$ cat config.mk
export PLATFORM = sky130hd
export DESIGN_NAME = matrix_keypad_scanner
export DESIGN_NICKNAME = d
export VERILOG_FILES = /design/src/rtl/keypad_pkg.sv /design/src/rtl/keypad_fifo.sv /design/src/rtl/matrix_keypad_scanner.sv
export SDC_FILE = /design/constraint.sdc
export NUM_CORES = 1
export LEC_CHECK = 0
export BUFFER_PORTS_ARGS = -buffer_cell sky130_fd_sc_hd__buf_2
export CORE_MARGIN = 1
export CORE_UTILIZATION = 60
export CTS_CLUSTER_SIZE = 20
export DETAILED_ROUTE_END_ITERATION = 10
export PLACE_DENSITY = 0.8
export SYNTH_ARGS = -nofsm -noshare
export SYNTH_HDL_FRONTEND = slang
export SYNTH_SLANG_ARGS = --single-unit
$ cat constraint.sdc
create_clock -name clk -period 3 [get_ports clk]
set_input_delay 0.75 -clock clk [delete_from_list [all_inputs] [get_ports clk]]
set_output_delay 0.75 -clock clk [all_outputs]
set_load 0.02 [all_outputs]
$ cat src/rtl/keypad_pkg.sv
// rtl/keypad_pkg.sv - shared state encoding, default constants and width helper for the keypad scanner
package keypad_pkg;

    typedef enum logic [1:0] {
        ST_SCAN     = 2'd0,
        ST_DEBOUNCE = 2'd1,
        ST_HELD     = 2'd2,
        ST_RELEASE  = 2'd3
    } state_t;

    localparam int DEF_ROWS          = 4;
    localparam int DEF_COLS          = 4;
    localparam int DEF_DWELL         = 2;
    localparam int DEF_DEBOUNCE      = 20;
    localparam int DEF_FIFO_DEPTH    = 4;
    localparam int DEF_REPEAT_DELAY  = 500;
    localparam int DEF_REPEAT_PERIOD = 100;

    // Column synchroniser depth; a row's columns only show up this many cycles after it is driven.
    localparam int SYNC_STAGES = 2;

    // Bits needed to index n items, never less than one.
    function automatic int code_width(input int n);
        return (n <= 2) ? 1 : $clog2(n);
    endfunction

endpackage

$ cat src/rtl/keypad_fifo.sv
// rtl/keypad_fifo.sv - show-ahead key code FIFO, push on full only succeeds with a same-cycle pop
module keypad_fifo #(
    parameter int DEPTH = 4,
    parameter int W     = 4
) (
    input  logic         clk,
    input  logic         rst,
    input  logic         push,
    input  logic [W-1:0] push_data,
    input  logic         pop,
    output logic [W-1:0] pop_data,
    output logic         full,
    output logic         empty
);

    localparam int AW = $clog2(DEPTH);

    logic [W-1:0] mem [DEPTH];
    logic [AW:0]  wr_q;
    logic [AW:0]  rd_q;
    logic         do_pop;
    logic         do_push;

    assign empty    = (wr_q == rd_q);
    assign full     = (wr_q[AW] != rd_q[AW]) && (wr_q[AW-1:0] == rd_q[AW-1:0]);
    assign do_pop   = pop && !empty;
    assign do_push  = push && (!full || do_pop);
    assign pop_data = empty ? '0 : mem[rd_q[AW-1:0]];

    // Storage array; contents are don't-care until written, so no reset.
    always_ff @(posedge clk) begin
        if (do_push) begin
            mem[wr_q[AW-1:0]] <= push_data;
        end
    end

    // Read/write pointers with a wrap bit to tell full from empty.
    always_ff @(posedge clk or posedge rst) begin
        if (rst) begin
            wr_q <= '0;
            rd_q <= '0;
        end else begin
            if (do_push) begin
                wr_q <= wr_q + 1'b1;
            end
            if (do_pop) begin
                rd_q <= rd_q + 1'b1;
            end
        end
    end

endmodule

$ cat src/rtl/matrix_keypad_scanner.sv
// rtl/matrix_keypad_scanner.sv - row-scanning keypad decoder with debounce and code FIFO; KEYPAD_AUTOREPEAT_EN adds auto-repeat
module matrix_keypad_scanner
    import keypad_pkg::*;
#(
    parameter int ROWS          = DEF_ROWS,
    parameter int COLS          = DEF_COLS,
    parameter int DWELL         = DEF_DWELL,
    parameter int DEBOUNCE      = DEF_DEBOUNCE,
    parameter int FIFO_DEPTH    = DEF_FIFO_DEPTH,
    parameter int REPEAT_DELAY  = DEF_REPEAT_DELAY,
    parameter int REPEAT_PERIOD = DEF_REPEAT_PERIOD,
    localparam int CW           = code_width(ROWS * COLS)
) (
    input  logic            clk,
    input  logic            rst,
    input  logic [COLS-1:0] col_matrix,
    output logic [ROWS-1:0] lin_matrix,
    output logic [CW-1:0]   key_code,
    output logic            key_valid,
    input  logic            key_ready,
    output logic            overflow,
    input  logic            clr_overflow
);

    // Rows are held long enough for DWELL synchronised samples of their own columns.
    localparam int DWL = SYNC_STAGES + DWELL;
    localparam int RW  = code_width(ROWS);
    localparam int CLW = code_width(COLS);
    localparam int DWW = code_width(DWL);
    localparam int DBW = code_width(DEBOUNCE);

    if ((FIFO_DEPTH < 2) || ((FIFO_DEPTH & (FIFO_DEPTH - 1)) != 0) || (DWELL < 1) ||
        (DEBOUNCE < 1) || (REPEAT_DELAY < 1) || (REPEAT_PERIOD < 1)) begin : g_bad_params
        $error("matrix_keypad_scanner: invalid parameter set");
    end

    logic [COLS-1:0] sync1;
    logic [COLS-1:0] col_sync;
    state_t          state_q, state_d;
    logic [RW-1:0]   row_q, row_d, next_row;
    logic [CLW-1:0]  col_q, col_d, low_idx;
    logic [DWW-1:0]  dwell_q, dwell_d;
    logic [DBW-1:0]  db_q, db_d;
    logic            col_hit;
    logic            any_low;
    logic            push;
    logic            pop;
    logic            fifo_full;
    logic            fifo_empty;
    logic [CW-1:0]   new_code;

`ifdef KEYPAD_AUTOREPEAT_EN
    localparam int RMAX = (REPEAT_DELAY > REPEAT_PERIOD) ? REPEAT_DELAY : REPEAT_PERIOD;
    localparam int RPW  = code_width(RMAX + 1);
    logic [RPW-1:0] rep_q, rep_d;
    logic           rep_first_q, rep_first_d;
    logic [RPW-1:0] rep_target;
    assign rep_target = rep_first_q ? RPW'(REPEAT_DELAY) : RPW'(REPEAT_PERIOD);
`endif

    assign lin_matrix = ~(ROWS'(1) << row_q);
    assign next_row   = (row_q == RW'(ROWS - 1)) ? '0 : row_q + 1'b1;
    assign col_hit    = !col_sync[col_q];
    assign any_low    = |(~col_sync);
    assign new_code   = CW'(int'(row_q) * COLS + int'(col_q));
    assign pop        = key_valid && key_ready;
    assign key_valid  = !fifo_empty;

    // Two-flop synchroniser on the pulled-up column inputs.
    always_ff @(posedge clk or posedge rst) begin
        if (rst) begin
            sync1    <= '1;
            col_sync <= '1;
        end else begin
            sync1    <= col_matrix;
            col_sync <= sync1;
        end
    end

    // Lowest-index active column for the detection latch.
    always_comb begin
        low_idx = '0;
        for (int i = COLS - 1; i >= 0; i--) begin
            if (!col_sync[i]) begin
                low_idx = CLW'(i);
            end
        end
    end

    // Scanner state, row/column latch and dwell/debounce/repeat counters.
    always_ff @(posedge clk or posedge rst) begin
        if (rst) begin
            state_q <= ST_SCAN;
            row_q   <= '0;
            col_q   <= '0;
            dwell_q <= '0;
            db_q    <= '0;
`ifdef KEYPAD_AUTOREPEAT_EN
            rep_q       <= '0;
            rep_first_q <= 1'b1;
`endif
        end else begin
            state_q <= state_d;
            row_q   <= row_d;
            col_q   <= col_d;
            dwell_q <= dwell_d;
            db_q    <= db_d;
`ifdef KEYPAD_AUTOREPEAT_EN
            rep_q       <= rep_d;
            rep_first_q <= rep_first_d;
`endif
        end
    end

    // Next-state logic: scan, debounce press, hold, debounce release.
    always_comb begin
        state_d = state_q;
        row_d   = row_q;
        col_d   = col_q;
        dwell_d = dwell_q;
        db_d    = db_q;
        push    = 1'b0;
`ifdef KEYPAD_AUTOREPEAT_EN
        rep_d       = rep_q;
        rep_first_d = rep_first_q;
`endif
        unique case (state_q)
            ST_SCAN: begin
                if (dwell_q == DWW'(DWL - 1)) begin
                    dwell_d = '0;
                    if (any_low) begin
                        state_d = ST_DEBOUNCE;
                        col_d   = low_idx;
                        db_d    = '0;
                    end else begin
                        row_d = next_row;
                    end
                end else begin
                    dwell_d = dwell_q + 1'b1;
                end
            end
            ST_DEBOUNCE: begin
                if (col_hit) begin
                    if (db_q == DBW'(DEBOUNCE - 1)) begin
                        push    = 1'b1;
                        state_d = ST_HELD;
                        db_d    = '0;
`ifdef KEYPAD_AUTOREPEAT_EN
                        rep_d       = '0;
                        rep_first_d = 1'b1;
`endif
                    end else begin
                        db_d = db_q + 1'b1;
                    end
                end else begin
                    state_d = ST_SCAN;
                    row_d   = next_row;
                    dwell_d = '0;
                    db_d    = '0;
                end
            end
            ST_HELD: begin
                if (!col_hit) begin
                    state_d = ST_RELEASE;
                    db_d    = '0;
                end
`ifdef KEYPAD_AUTOREPEAT_EN
                else if (rep_q + 1'b1 == rep_target) begin
                    push        = 1'b1;
                    rep_d       = '0;
                    rep_first_d = 1'b0;
                end else begin
                    rep_d = rep_q + 1'b1;
                end
`endif
            end
            ST_RELEASE: begin
                if (col_hit) begin
                    state_d = ST_HELD;
                    db_d    = '0;
                end else if (db_q == DBW'(DEBOUNCE - 1)) begin
                    state_d = ST_SCAN;
                    row_d   = next_row;
                    dwell_d = '0;
                    db_d    = '0;
                end else begin
                    db_d = db_q + 1'b1;
                end
            end
            default: begin
                state_d = ST_SCAN;
            end
        endcase
    end

    // Sticky overflow: a new drop wins over a same-cycle clear.
    always_ff @(posedge clk or posedge rst) begin
        if (rst) begin
            overflow <= 1'b0;
        end else if (push && fifo_full && !pop) begin
            overflow <= 1'b1;
        end else if (clr_overflow) begin
            overflow <= 1'b0;
        end
    end

    keypad_fifo #(
        .DEPTH (FIFO_DEPTH),
        .W     (CW)
    ) u_fifo (
        .clk       (clk),
        .rst       (rst),
        .push      (push),
        .push_data (new_code),
        .pop       (pop),
        .pop_data  (key_code),
        .full      (fifo_full),
        .empty     (fifo_empty)
    );

endmodule

==> metrics.txt, run 1 <==
peak supply drop=526 µV; run status=finished, final reports clean; Mapped Avg Cell Area=~14 µm²; mux cell area share after synthesis=approximately 8.7%; Setup CP Type=flip-flop to output port; CTS tree=done; PostCTS Resize Cnt=0; ys async rst share=63.6%; critical path endpoint category=output port; synthesized flop and latch total=44; Root Driver=clkbuf_4; Avg WL per Cell=14.4 µm; xor and xnor area share after synthesis=4.18%; Synth Flop Type=dfrtp_1; Fin. Hold Viols=0; CP Data Arrival Time=1790 ps; Cell variety after synth=40; # nets final=191; initial antenna violation count=0; Gate Count Post-Synth=150; count leader, synth=dfrtp_1; total negative setup slack=0 ps; Post-synth EDFFs=16; Die Span Y=60.2 µm; leak pwr=0.927 nW; clock buffer depth=2; Clock transition at path regs=130 ps; total number of vias=about 1200; Core ar.=~3100 µm²; Yosys top cell area share=24.6%; htree depth=2; clk_lat worst skew=~360 ps; fmax=393 MHz; PortBufs=17; Post-DP HPWL=2270 µm; post-route clock period utilization=84.8%; clk sink count=44; total power=0.00191 W; RSZ-0062 raised after global routing=false; top cells by count, synth=dfrtp_1, edfxtp_1, inv_1; Power Dens Cells=850 nW/µm²; Least-Margin Pin Slew=952 ps; Final Skew=between 6 and 7 ps; DIE WIDTH=60.2 µm; Crit path required time=around 2300 ps; Synth Area in Simple Gates=9.91%; Synth Area in Compound Gates=8.31%; vias in the first global route=about 1200; # diodes=0; Post-CTS Setup Bufs=0; warning count from the yosys run=0; largest family of logic cells by synthesized area=simple AND/OR/NAND/NOR gates; Slew Limit Fails=0; 1st-iter DRT viols=32; Layout area overhead=10.8%; Synth area leaders=dfrtp_1, edfxtp_1, dfstp_2, ha_1, mux4_2; Max Cap Viol=0; Hold Path Class=flip-flop to flip-flop; average via count per standard cell=5.60; Post-Synth Adder-Cell Area=6.77%; final setup violation count=0; leading area contributor after synthesis=dfrtp_1; Post-route DRC=0; CP max FO=7; Post-Syn Area=2030 µm²; fin crit period=2540 ps; total grt overflow=0; CP Launch Type=flip-flop; largest net degree at the start of global routing=27; row count=20; die area=3630 µm²; first-pass GRT wire length=5290 µm; syn_nets=about 170; global placement routability congestion=0.824; drt pass-1 iters=4; sequential area share after synthesis=58.6%; CTS Hold Buffers Added=0; Initial Util=65.0%; drt total wl=3130 µm; GRT Util Overall=21.1%; Top Ports=18; CTS buffer count=5; Max-slew headroom=36.4%; Layout Utilization=a little under three quarters; Post-DRT Antenna Nets=0; layout cells sized above 1=27.2%
## final cells by class
type	instances	area [µm²]
sequential	44	1190
fill	224	876
multi-input combinational	87	769
timing repair buffer	18	92.6
inverter	16	60.1
tap	44	55.1
clock inverter	3	46.3
clock buffer	5	37.5
## where the power goes
part | internal, W | leakage (nW) | total [W] | switching (W)
Combinational | 0.000296 | 0.407 | 0.000642 | 0.000345
Clock | 0.000178 | 0.0418 | 0.000375 | 0.000197
Sequential | 0.000748 | 0.478 | 0.000897 | 0.000149
Total | 0.00122 | 0.927 | 0.00191 | 0.000692
## per-stage QoR
stage / hold slack, ps / instance area [µm²] / setup WS [ps] / cells
global placement: 345 / 2170 / 877 / 209
floorplan: 345 / 2030 / 954 / 150
CTS: 366 / 2250 / 422 / 217
global route: 367 / 2250 / 333 / 217
finish: 364 / 2250 / 455 / 217
detailed placement: 348 / 2170 / 847 / 209
## sequential cells by signal (all words and copies together), names as in the netlist, named ones only
| signal | cells |
|---|---|
| col_q | 2 |
| col_sync | 4 |
| db_q | 5 |
| dwell_q | 2 |
| overflow | 1 |
| row_q | 2 |
| state_q | 1 |
| sync1 | 4 |
| u_fifo.mem | 16 |
| u_fifo.rd_q | 3 |
| u_fifo.wr_q | 3 |
## final timing paths
kind                       cells past startpoint  slack [ps]               end           start
hold reg to reg                                0         360       col_sync[0]        sync1[0]
min in group asynchronous                      2         580         async pin             rst
hold / removal                                 0         360       col_sync[0]        sync1[0]
max in group asynchronous                      3        1730       col_sync[2]             rst
setup reg to reg                               3         880  u_fifo.mem[0][1]        col_q[0]
setup / recovery                               3         460       key_code[1]  u_fifo.rd_q[0]
## metal layers
layer	wire length, µm	global-route usage, %	vias to the layer above
met2	1660	38.0	25
met1	1290	22.4	596
met4	72	9.30	0
met3	109	6.49	9
met5	0	0	-
li1	-	-	585
## worst max-delay path, stage by stage, from the launching register on
cell     delay (ps)
dfrtp_1         580
mux4_2          550
and2_1          160
buf_2           150
## cell usage in the layout (no fill, tap or decap), types with 2 or more instances in the layout
cell type and n:
mux4_2 5, o2bb2ai_1 3, dfstp_2 8, ha_1 11, nor2_1 2, a32o_1 2, inv_1 16, dfrtp_1 20
nand2_1 7, nand3_1 5, xnor2_1 5, o22ai_1 3, o21ai_1 2, and2_1 5, a21oi_1 6, buf_2 17
o21ai_0 4, mux2i_1 3, a31oi_1 2, edfxtp_1 16, and3_1 3, mux2_2 3, clkbuf_4 5
## kinds of logic after synthesis
kind of cell               Yosys count
xor gates and xnor gates             8
and+or+nand+nor                     32
adders and majority gates           11
buffers and inverters               19
muxes                               11
AOI/OAI and AO/OA                   25
DFF                                 44
(Power assumes the default switching activity.)
==> inputs of run 2 (changes only) <==
--- a/config.mk
+++ b/config.mk
@@ -7,10 +7,10 @@
 export LEC_CHECK = 0
 export BUFFER_PORTS_ARGS = -buffer_cell sky130_fd_sc_hd__buf_2
 export CORE_MARGIN = 1
-export CORE_UTILIZATION = 60
+export CORE_UTILIZATION = 52
 export CTS_CLUSTER_SIZE = 20
 export DETAILED_ROUTE_END_ITERATION = 10
-export PLACE_DENSITY = 0.8
+export PLACE_DENSITY = 0.74
 export SYNTH_ARGS = -nofsm -noshare
 export SYNTH_HDL_FRONTEND = slang
 export SYNTH_SLANG_ARGS = --single-unit
==> constraint.sdc (replaced) <==
create_clock -name clk -period 2.2 [get_ports clk]
set_input_delay 0.55 -clock clk [delete_from_list [all_inputs] [get_ports clk]]
set_output_delay 0.55 -clock clk [all_outputs]
set_load 0.02 [all_outputs]
==> run 2 against run 1 <==
Compared with the run above: utilization decreased by 9.5 points; sequential cell count did not move; routed wire length shrank 2.0%; via count shrank 1.2%; clock skew fell by 1.0 ps; register-to-register slack lost 660 ps; first-iteration DRC count unchanged.
==> metrics.txt, run 2 (synthesis gave the netlist of run 1 again) <==
commonest non-fill, non-tap cells in the layout=dfrtp_1, inv_1, edfxtp_1 (was dfrtp_1, buf_2, inv_1, edfxtp_1, ha_1); Final Skew=5.28 ps (was 6.31 ps); row count=22 (was 20); Power Dens Cells=1170 nW/µm² (was 850 nW/µm²); Layout area overhead=14.2% (was 10.8%); run status=finished, final reports clean (unchanged); total negative setup slack=0 ps (unchanged); Post-DRT Antenna Nets=0 (unchanged); Max-slew headroom=68.6% (was 36.4%); top sig layer=met4 (unchanged); CTS buffer count=5 (unchanged); max FFs per register=16 (unchanged); Core ar.=3720 µm² (was 3130 µm²); Hold WS=297 ps (was 364 ps); Initial Util=54.7% (was 65.0%); largest net degree at the start of global routing=29 (was 27); Hold Path Class=primary input to async pin (was flip-flop to flip-flop); worst path bufs/invs=1 (unchanged); Post-CTS Setup Bufs=0 (unchanged); clk_lat worst skew=300 ps (was 360 ps); # diodes=0 (unchanged); Avg WL per Cell=13.7 µm (was 14.4 µm); htree depth=2 (unchanged); critical path endpoint category=output port (unchanged); total grt overflow=0 (unchanged); post-route clock period utilization=between 90% and 100%; CTS tree=done (unchanged); Crit path required time=1650 ps (was 2250 ps); WL met3=85 µm (was 109 µm); layout cells sized above 1=30.7% (was 27.2%); drt pass-1 iters=4 (unchanged); Fin. Hold Viols=0 (unchanged); 1st-iter DRT viols=32 (unchanged); average via count per standard cell=5.36 (was 5.60); clk sink count=44 (unchanged); CP max stage cell=mux4_2 (was dfrtp_1); total number of vias=1201 (was 1215); # nets final=194 (was 191); Setup CP Type=flip-flop to output port (unchanged); RSZ-0062 raised after global routing=true (was false); Top Ports=18 (unchanged); CP max FO=7 (unchanged); fmax=463 MHz; final setup violation count=0 (unchanged); met2 WL=1550 µm (was 1660 µm); GRT Util Overall=17.3% (was 21.1%); global placement routability congestion=0.722 (was 0.824); vias in the first global route=1235 (was 1208); CP Data Arrival Time=1610 ps (was 1790 ps); CP Cell Sequence=mux4_2, and2_4, buf_6 (was mux4_2, and2_1, buf_2); most common cell after layout, fill and taps aside=dfrtp_1 (unchanged); Max Cap Viol=0 (unchanged); peak supply drop=705 µV (was 526 µV); CP Launch Type=flip-flop (unchanged); Die Span Y=64.5 µm (was 60.2 µm); Clock transition at path regs=90 ps (was 130 ps); Post-DP HPWL=2240 µm (was 2270 µm); first-pass GRT wire length=5380 µm (was 5290 µm); leak pwr=0.950 nW (was 0.927 nW); Layout Utilization=62.5% (was 72.0%); drt total wl=3070 µm (was 3130 µm); Root Driver=clkbuf_8 (was clkbuf_4); fin crit period=between 2000 and 2500 ps; Post-route DRC=0 (unchanged); wire length on met1=1390 µm (was 1290 µm); initial antenna violation count=0 (unchanged); Slew Limit Fails=0 (unchanged); clock buffer depth=2 (unchanged); PortBufs=17 (unchanged); die area=4160 µm² (was 3630 µm²); critical path's top delay family=multiplexers (was flip-flops); CP peak stage delay=530 ps (was 580 ps); DIE WIDTH=64.5 µm (was 60.2 µm); Least-Margin Pin Slew=471 ps (was 952 ps)
run 2: per-layer routing:
metal  GRT usage (%)  up-vias
met5               0        -
met4            5.83        0
met3            4.75        4
met2            30.0       22
met1            20.5      588
li1                -      587
run 2: metrics by stage:
| step | total power, W | instance area (µm²) | setup slack (ps) | std cells |
|---|---|---|---|---|
| finish | 0.00270 | 2320 | 40.7 | 224 |
| global route | 0.00289 | 2320 | -33.2 | 224 |
| CTS | 0.00264 | 2290 | 10.6 | 224 |
| detailed placement | 0.00213 | 2200 | 214 | 216 |
| global placement | 0.00207 | 2200 | 257 | 216 |
| floorplan | 0.00187 | 2030 | 293 | 150 |
run 2: path summary, 6_finish.rpt:
kind | startpoint | endpoint | slack, ps | cells after the start
min in group clk | col_matrix[1] | sync1[1] | 350 | 1
hold reg to reg | sync1[2] | col_sync[2] | 360 | 0
setup reg to reg | col_q[0] | db_q[3] | 220 | 5
setup / recovery | u_fifo.rd_q[0] | key_code[0] | 40 | 3
max in group asynchronous | rst | col_sync[3] | 1580 | 3
hold / removal | rst | u_fifo.rd_q[2] | 300 | 3
run 2: where the power goes:
group	total, W	internal [W]	switching [W]
clock	0.000509	0.000225	0.000284
sequential	0.00122	0.00102	0.000199
combinational	0.000973	0.000497	0.000477
total	0.00270	0.00175	0.000959
run 2: layout make-up:
cell class | instances | area (µm²)
well taps | 48 | 60.1
repair buffers | 21 | 140
flip-flops and latches | 44 | 1190
clock inverters | 3 | 23.8
inverters | 16 | 60.1
fillers | 282 | 1400
clock buffers | 5 | 68.8
multi-input cells | 87 | 774
run 2: what timing repair did:
item | CTS | global route
endpoints found under the hold margin | 0 | 0
hold buffers | 0 | 0
endpoints found under the setup margin | 4 | 4
resized for setup | 1 | 11
run 2: worst min-delay path: stages:
cell and delay, ps:
buf_2 90, inv_1 40, buf_4 320
==> inputs of run 3 (changes only) <==
--- a/config.mk
+++ b/config.mk
@@ -11,6 +11,7 @@
 export CTS_CLUSTER_SIZE = 20
 export DETAILED_ROUTE_END_ITERATION = 10
 export PLACE_DENSITY = 0.74
+export REMOVE_ABC_BUFFERS = 1
 export SYNTH_ARGS = -nofsm -noshare
 export SYNTH_HDL_FRONTEND = slang
 export SYNTH_SLANG_ARGS = --single-unit
==> run 3 against run 2 <==
Compared with the run above: total power grew 0.41%; final area is 0.16% higher; register-to-register slack worse by 20 ps; clock power shrank 5.1%; routed wire length is 7.5% higher; final cell count unchanged; critical path type unchanged.
==> metrics.txt, run 3 (synthesis gave the netlist of run 1 again) <==
final setup margin=36.4 ps (was 40.7 ps); Top Ports=18 (unchanged); most common cell after layout, fill and taps aside=dfrtp_1 (unchanged); # fillers=281 (was 282); CTS buffer count=5 (unchanged); critical path endpoint category=output port (unchanged); Layout area overhead=14.3% (was 14.2%); Crit path required time=1650 ps (about the same); clk sink count=44 (unchanged); Core ar.=3720 µm² (unchanged); GR peak layer=met2 (unchanged); Clock transition at path regs=80 ps (was 90 ps); row count=22 (unchanged); CP max FO=7 (unchanged); Least-Margin Pin Slew=498 ps (was 471 ps); # nets final=194 (unchanged); pre-CTS WS=193 ps (was 214 ps); 1st-iter DRT viols=43 (was 32); layout cells sized above 1=31.8% (was 30.7%); Post-DP HPWL=2450 µm (was 2240 µm); CTS Hold Buffers Added=0 (unchanged); drt pass-1 iters=4 (unchanged); Initial Util=54.7% (unchanged); leak pwr=0.966 nW (was 0.950 nW); Power Dens Cells=1170 nW/µm² (about the same); Post-DRT Antenna Nets=0 (unchanged); GRT Util Overall=18.3% (was 17.3%); RSZ-0062 raised after global routing=true (unchanged); total grt overflow=0 (unchanged); CP Data Arrival Time=1610 ps (about the same); fmax=462 MHz (was 463 MHz); Hold Path Class=primary input to async pin (unchanged); worst path bufs/invs=1 (unchanged); peak supply drop=585 µV (was 705 µV); CTS tree=done (unchanged); dpl cells=216 (unchanged); GR Layer Usage met2=32.2% (was 30.0%); # diodes=0 (unchanged); max FFs per register=16 (unchanged); run status=finished, final reports clean (unchanged); average via count per standard cell=5.47 (was 5.36); met1 Usage GRT=21.0% (was 20.5%); CP Launch Type=flip-flop (unchanged); Avg WL per Cell=14.7 µm (was 13.7 µm); total number of vias=1226 (was 1201); CP max stage cell=mux4_2 (unchanged); vias in the first global route=1201 (was 1235); Post-route DRC=0 (unchanged); PortBufs=17 (unchanged); clk_lat worst skew=290 ps (was 300 ps); drt total wl=3300 µm (was 3070 µm); Root Driver=clkbuf_8 (unchanged); critical path's top delay family=multiplexers (unchanged); CP peak stage delay=540 ps (was 530 ps); CP Cell Sequence=mux4_2, and2_4, buf_6 (unchanged); clock buffer depth=2 (unchanged); final setup violation count=0 (unchanged); htree depth=2 (unchanged); Setup CP Type=flip-flop to output port (unchanged); commonest non-fill, non-tap cells in the layout=dfrtp_1, inv_1, edfxtp_1 (unchanged); global placement routability congestion=0.728 (was 0.722); first-pass GRT wire length=5570 µm (was 5380 µm); Slew Limit Fails=0 (unchanged); die area=4160 µm² (unchanged); Max Cap Viol=0 (unchanged); Max-slew headroom=66.8% (was 68.6%); Die Span Y=64.5 µm (unchanged); Final Skew=4.97 ps (was 5.28 ps); Fin. Hold Viols=0 (unchanged); DIE WIDTH=64.5 µm (unchanged); largest net degree at the start of global routing=29 (unchanged); post-route clock period utilization=98.3% (was 98.1%); met3 Track Usage GR=5.81% (was 4.75%); initial antenna violation count=0 (unchanged); fin crit period=2160 ps (about the same); Final Non-Filler Cells=224 (unchanged)
run 3: what timing repair did:
| action | in CTS | in global routing |
|---|---|---|
| cloned | 0 | 0 |
| gates resized for setup | 1 | 14 |
| buffers inserted | 0 | 0 |
| pin swaps | 0 | 1 |
| setup endpoints to repair | 4 | 4 |
run 3: power breakdown:
part           switching [W]  internal, W  leakage (nW)
Sequential          0.000205      0.00102         0.476
Combinational       0.000484     0.000519         0.445
Clock               0.000260     0.000223        0.0455
run 3: final cells by class:
type | instances | area (µm²) | share of cell area [%]
clock inverter | 2 | 11.3 | 0.484
clock buffer | 6 | 72.6 | 3.12
inverter | 16 | 60.1 | 2.58
timing repair buffer | 21 | 140 | 6.03
sequential | 44 | 1190 | 51.3
tap | 48 | 60.1 | 2.58
multi-input combinational | 87 | 787 | 33.9
run 3: per-stage QoR:
step                area, µm²  util [%]  power, W  setup TNS (ps)  hold WS [ps]
floorplan                2020         -   0.00186               0           345
global placement         2200      59.1   0.00207               0           346
detailed placement       2200      59.1   0.00213               0           347
CTS                      2280      61.4   0.00262               0           308
global route             2320      62.6   0.00290            -165           330
finish                   2320      62.6   0.00272               0           306
run 3: worst register-to-register path, stage by stage (launching register included):
cell	delay, ps
dfrtp_1	470
mux4_2	580
buf_4	190
a221oi_2	460
a31oi_1	90
o21ai_1	150
run 3: path summary, 6_finish.rpt:
kind                                 from          end  slack [ps]  cells after the start
max                        u_fifo.rd_q[0]  key_code[3]          40                      3
min                                   rst     row_q[0]         310                      3
max reg2reg                      col_q[0]      db_q[3]         200                      5
min reg2reg                      sync1[2]  col_sync[2]         360                      0
max in group asynchronous             rst  col_sync[2]        1590                      3
min in group clk            col_matrix[2]     sync1[2]         350                      1
run 3: layer usage:
layer | share of wire [%] | wire length (µm) | vias up
met5 | 0 | 0 | -
met4 | 1.2 | 40 | 0
met3 | 2.7 | 88 | 5
met2 | 54 | 1780 | 23
met1 | 42 | 1390 | 608
li1 | - | - | 590
